### src/rtl/pc_ir_status_unit.sv
// PC, instruction register and status register driven by the LEGv8 multi-cycle control word.
// Optional macro PC_ALIGN_CHECK_EN adds misaligned-PC trapping through the align_fault output.
`default_nettype none

module pc_ir_status_unit #(
  parameter int                  PC_WIDTH = 64,
  parameter logic [PC_WIDTH-1:0] RESET_PC = '0
) (
  input  logic                clock,
  input  logic                reset,
  input  logic [1:0]          PS,
  input  logic                PCsel,
  input  logic                IL,
  input  logic                SL,
  input  logic [PC_WIDTH-1:0] reg_a,
  input  logic [PC_WIDTH-1:0] constant,
  input  logic [3:0]          alu_status,
  input  logic                alu_zero,
  output logic                imem_req,
  output logic [PC_WIDTH-1:0] imem_addr,
  input  logic [31:0]         imem_data,
  input  logic                imem_valid,
  output logic                stall,
`ifdef PC_ALIGN_CHECK_EN
  output logic                align_fault,
`endif
  output logic [PC_WIDTH-1:0] pc,
  output logic [PC_WIDTH-1:0] pc_plus4,
  output logic [31:0]         instruction,
  output logic [4:0]          status
);

  typedef enum logic {
    IDLE = 1'b0,
    WAIT = 1'b1
  } state_t;

  localparam logic [1:0]          PS_HOLD = 2'b00;
  localparam logic [1:0]          PS_INC  = 2'b01;
  localparam logic [1:0]          PS_LOAD = 2'b10;
  localparam logic [PC_WIDTH-1:0] FOUR    = PC_WIDTH'(4);

  state_t              state_q;
  logic [PC_WIDTH-1:0] pc_q;
  logic [PC_WIDTH-1:0] pc_d;
  logic [31:0]         instr_q;
  logic [3:0]          status_q;
  logic [PC_WIDTH-1:0] target;
  logic [PC_WIDTH-1:0] target_x4;
  logic                fault;
  logic                fetch_active;

`ifdef PC_ALIGN_CHECK_EN
  logic fault_q;
  assign fault       = fault_q;
  assign align_fault = fault_q;
`else
  assign fault = 1'b0;
`endif

  assign target    = PCsel ? constant : reg_a;
  assign target_x4 = {target[PC_WIDTH-3:0], 2'b00};
  assign pc_plus4  = pc_q + FOUR;

  always_comb begin
    pc_d = pc_q;
    case (PS)
      PS_HOLD: pc_d = pc_q;
      PS_INC:  pc_d = pc_plus4;
      PS_LOAD: pc_d = target;
      default: pc_d = pc_q + target_x4;
    endcase
  end

  // A fetch is in flight while waiting, or is being launched by IL from IDLE.
  // A faulted unit refuses new fetches.
  assign fetch_active = (state_q == WAIT) || (IL && !fault);
  assign imem_req     = fetch_active;
  assign imem_addr    = pc_q;
  assign stall        = fetch_active && !imem_valid;

  assign pc          = pc_q;
  assign instruction = instr_q;
  assign status      = {status_q, alu_zero};

  // Control fields are only consumed in cycles where the sequencer advances.
  always_ff @(posedge clock or negedge reset) begin
    if (!reset) begin
      state_q  <= IDLE;
      pc_q     <= RESET_PC;
      instr_q  <= '0;
      status_q <= '0;
`ifdef PC_ALIGN_CHECK_EN
      fault_q  <= 1'b0;
`endif
    end else begin
      if (!stall) begin
`ifdef PC_ALIGN_CHECK_EN
        if (PS != PS_HOLD) begin
          if (pc_d[1:0] != 2'b00) begin
            fault_q <= 1'b1;
          end else begin
            pc_q <= pc_d;
          end
        end
`else
        pc_q <= pc_d;
`endif
        if (SL) begin
          status_q <= alu_status;
        end
        if (fetch_active) begin
          instr_q <= imem_data;
        end
      end
      state_q <= stall ? WAIT : IDLE;
    end
  end

endmodule

`default_nettype wire

### config.mk
export PLATFORM = sky130hd
export DESIGN_NAME = pc_ir_status_unit
export DESIGN_NICKNAME = d
export VERILOG_FILES = /design/src/rtl/pc_ir_status_unit.sv
export SDC_FILE = /design/constraint.sdc
export NUM_CORES = 1
export LEC_CHECK = 0
export BUFFER_PORTS_ARGS = -buffer_cell sky130_fd_sc_hd__buf_2
export CAP_MARGIN = 20
export CORE_ASPECT_RATIO = 2
export CORE_MARGIN = 2
export CORE_UTILIZATION = 45
export DETAILED_ROUTE_END_ITERATION = 12
export PLACE_DENSITY_LB_ADDON = 0.08
export REMOVE_ABC_BUFFERS = 1
export SYNTH_ARGS = -nofsm -noshare
export SYNTH_HDL_FRONTEND = slang
export SYNTH_SLANG_ARGS = --single-unit
### constraint.sdc
create_clock -name clock -period 3.06 [get_ports clock]
set_input_delay 0.459 -clock clock [delete_from_list [all_inputs] [get_ports clock]]
set_output_delay 0.459 -clock clock [all_outputs]
set_load 0.01 [all_outputs]
### After elaboration in Yosys (flattened, before gate mapping)

Cells that the tools add are included.

* reduce and logical (&&, ||, !) cells: 7
* multiplexer cells: 3
* bitwise logic cells: 2
* eq/ne operators: 2
* add/sub/neg operators: 2

Operators by type and width (count)
* $pmux 64 s3: 1
* $add 64x3->64 const B: 1
* $add 64x64->64: 1
* $mux 64: 1
* $reduce_and 2->1: 3
* $eq 2x1->1 const B: 1
* $eq 2x2->1 const B: 1
* $logic_not 2->1: 1
* $not 1->1: 2
* $logic_and 1x1->1: 1
* $logic_not 1->1: 1
* $logic_or 1x1->1: 1
* $mux 1: 1

* bits in registers: 101
* input port bits: 173
* output and inout port bits: 231
* logic and storage cells: 20

### Logic depth before layout (Yosys ltp)

* depth after elaboration: 4
* gate-level depth with buffers: 15
* mapped depth without buffers: 13

### Worst setup path before layout

Ideal clock, no wire load.

* kind: input port to flip-flop
* start point: input port PCsel
* end point: register pc_q[63] (netlist: imem_addr[63])
* cell stages on the path: 15
* library setup time: 132 ps
* data arrival time: 4102 ps
* path slack: -1174 ps
* cell sequence: clkbuf_1 clkbuf_1 mux2_2 ha_1 buf_6 a21o_1 o21bai_4 a2111oi_4 nor3_1 a221o_1 a221o_1 a31oi_4 o32a_2 a211oi_1 or3b_1

* word-level cells in the longest chain between the ends: 3

RTL lines
* start: declaration: RTL line 12 `input logic PCsel,`
* $mux 64 (*): RTL line 61 `assign target = PCsel ? constant : reg_a;`
* $add 64x64->64: RTL line 71 `default: pc_d = pc_q + target_x4;`
* $pmux 64 s3 (*): RTL line 67 `case (PS)`
* end signal: assignment: RTL line 107 `pc_q <= pc_d;`
* end: declaration: RTL line 44 `logic [PC_WIDTH-1:0] pc_q;`

Every way passes the cells marked *; elsewhere a longest branch is shown, timed or not.
A chain may end at the register's enable or synchronous reset.

### Final worst setup path

Same ends and word-level chain as after synthesis.

==> results.json <==
{
  "status": "finished, violations left",
  "violations": "setup timing",
  "drive_gt1_share_pct": 57.4,
  "ff2ff_path_depth": 17,
  "power_uw": 17100,
  "layout_commonest_cell": "buf_2",
  "yosys.area.top_type": "dfrtp_1",
  "gp_congestion": 1.04,
  "p_sw_uw": 8010,
  "synth_top_family_by_area": "compound AO/OA/AOI/OAI gates",
  "synth-warning-count": 0,
  "setup_violations": 61,
  "drtIter0Drc": 705,
  "die_y_um": 225,
  "grt_max_degree": 65,
  "antenna_cells": 0,
  "fin_cells": 2362,
  "finalCriticalPeriod_ns": 3.50,
  "synthCells": 1351,
  "syn_to_final_growth_pct": 66.1,
  "fin_crit_sh_pct": 115,
  "rows": 80,
  "p_leak_uw": 0.00887,
  "grt-ovfl-total": 0,
  "layout_setup_ws_ns": -0.445,
  "irDropWorstVdd_mv": 0.610,
  "fillers": 1799,
  "core_sq_um": 23900,
  "post_drt_wl_per_cell_um": 21.4,
  "drc": 0,
  "vias_per_cell": 5.82,
  "die-area_sq_um": 25700,
  "insertion_delay_ns": 0.39,
  "relSlewSlack_pct": 59.1,
  "hold_viol": 0,
  "async_reset_ff_share_pct": 100,
  "placed_cells": 2251,
  "io_pins": 404,
  "start_kind": "input port",
  "synth_top_area_share_pct": 23.0,
  "syn_area_sq_um": 11000,
  "p_seq_share_pct": 13.5,
  "firstDrtPassIters": 5,
  "yosys.area_share.simple_pct": 17.2,
  "synth_edf_count": 0,
  "grt_use_total_pct": 37.4,
  "wl_um": 50500,
  "ant_nets": 0,
  "drv_cap": 0,
  "grt_antenna_before_repair": 0,
  "clockBufferDepth": 2,
  "cts_buffers": 9,
  "fin_util_pct": 76.2,
  "cp_max_fo": 7,
  "root_buffer": "clkbuf_16",
  "nets": 2311,
  "fmax_mhz": 285,
  "htreeDepth": 3,
  "die_w_um": 114,
  "rsz0062_at_grt": "true",
  "cts_sinks": 101,
  "synth_area_leaders": "dfrtp_1 (23%), mux2_2 (10%), ha_1 (7.4%)",
  "cpMaxStageDelayCell": "a221o_1",
  "synth_mux_area_share_pct": 11.0,
  "yosys.area_share.xor_xnor_pct": 8.93,
  "synth_fa_ha_area_share_pct": 7.59,
  "worstHoldPathType": "input port to async pin",
  "max_stage_delay_ns": 0.39,
  "pre_cts_slack_ns": -1.27,
  "yosysUniqueCellTypes": 64,
  "end_kind": "flop",
  "syn_avg_cell_area_sq_um": 8.13,
  "start_util_pct": 45.9,
  "worstPathArrival_ns": 3.77,
  "num_vias": 13700,
  "grt_pass1_wl_um": 73500,
  "layout_common_cells": "buf_2 (396), buf_4 (393), nand2_1 (111)",
  "synth_compound_area_share_pct": 24.2,
  "p_clk_share_pct": 7.6,
  "ys_seq_elements": 101,
  "cts_tree": "built",
  "dp_hpwl_um": 38100,
  "hold_ws_ns": 0.0535,
  "port_buffers": 401,
  "switching_share_pct": 46.9,
  "combPwrFrac_pct": 78.9,
  "power.density_nw_per_um2": 937,
  "fin_worst_skew_ns": 0.0158,
  "path_clk_slew_ns": 0.07,
  "synth-seq-area-share_pct": 23.0,
  "grt_pass1_vias": 13800,
  "maxSlewViolCount": 0,
  "power.internal_uw": 9080,
  "synth_flop_cell": "dfrtp_1",
  "worst_pin_slew_ns": 0.612,
  "crit_type": "input port to flop",
  "path_cells": "buf_12 > buf_12 > buf_8 > mux2_4 > ha_1 > a21o_1 > o21bai_4 > a2111oi_4 > nor3_2 > a221o_1 > a221o_1 > a31oi_4 > o32a_4 > a211oi_2 > or3b_1",
  "crit_required_ns": 3.32
}
[cells by family after synthesis]
logic type                 after synthesis
AOI/OAI and AO/OA                      406
and+or+nand+nor                        393
buffers and inverters                  165
xor gates and xnor gates               112
muxes                                  108
DFF                                    101
adders and majority gates               66
[worst max-delay path, delay by kind of cell]
| family | cells | cell delay (ns) |
|---|---|---|
| AOI/OAI and AO/OA | 8 | 1.93 |
| and+or+nand+nor | 2 | 0.47 |
| buffers and inverters | 3 | 0.39 |
| muxes | 1 | 0.31 |
| adders and majority gates | 1 | 0.22 |
[metal layers]
| layer | part of all wire (%) | wire (um) | global-route usage [%] | up-vias |
|---|---|---|---|---|
| met5 | 0 | 0 | 0 | - |
| li1 | - | - | - | 6323 |
| met3 | 5.2 | 2620 | 5.08 | 231 |
| met1 | 31 | 15600 | 33.5 | 6539 |
| met4 | 9.4 | 4770 | 30.3 | 0 |
| met2 | 54 | 27500 | 71.9 | 656 |
[flip-flops by register name, indices dropped and copies added, names as in the netlist]
register,flops
imem_addr,64
state_q,1
status_q,4
instruction,32
[layout make-up]
class	instances	area, sq um	area share (%)
Tap cell	287	359	1.97
Multi-Input combinational cell	1085	9250	50.7
Sequential cell	101	2530	13.9
Timing Repair Buffer	850	5710	31.3
Clock inverter	4	73.8	0.405
Inverter	25	93.8	0.515
Clock buffer	10	229	1.26
[cells in the mapped netlist (15+ instances only)]
master and count:
a22o_1 22, and3_1 19, nand4_1 33, o21bai_1 15, buf_4 67, clkbuf_1 61
nand3_1 43, nor2_1 104, nor3_1 15, mux2_2 102, ha_1 65, o21ai_0 82
nand2_1 119, xnor2_1 72, o31ai_1 18, inv_1 24, a21o_1 40, dfrtp_1 101
a221oi_1 15, a21oi_1 130, xor2_1 40
[path summary, 6_finish.rpt]
path,slack (ns),endpoint,start
max in group asynchronous,2.45,imem_addr[17]$_DFFE_PN0P_,reset
worst max-delay path,-0.44,imem_addr[63]$_DFFE_PN0P_,PCsel
worst min register to register,0.50,instruction[26]$_DFFE_PN0P_,instruction[26]$_DFFE_PN0P_
worst min-delay path,0.05,status_q[1]$_DFFE_PN0P_,reset
min in group clock,0.30,instruction[12]$_DFFE_PN0P_,imem_data[12]
worst max register to register,-0.28,imem_addr[40]$_DFFE_PN0P_,imem_addr[3]$_DFFE_PN0P_
[stage by stage]
step | setup TNS (ns) | area [sq um]
global placement | -35.99 | 15300
CTS | -8.08 | 17400
finish | -8.65 | 18200
floorplan | -5.43 | 10200
global route | -13.95 | 18200
detailed placement | -36.61 | 15300
[what timing repair did]
action,in CTS,in global routing
pin swaps,136,92
hold buffers,0,0
setup buffers,64,42
setup endpoints to repair,73,78
hold endpoints to repair,0,0
gates resized for setup,270,126
gates cloned,1,0
[power groups by stage]
stage | sequential (uW) | combinational, uW | clock [uW]
finish | 2310 | 13500 | 1290
global route | 2370 | 14300 | 1330
CTS | 2290 | 12500 | 1290
detailed placement | 2240 | 10900 | 0
global placement | 2230 | 10800 | 0
floorplan | 2880 | 4780 | 0
No activity file was read; power rests on OpenSTA's default activity.
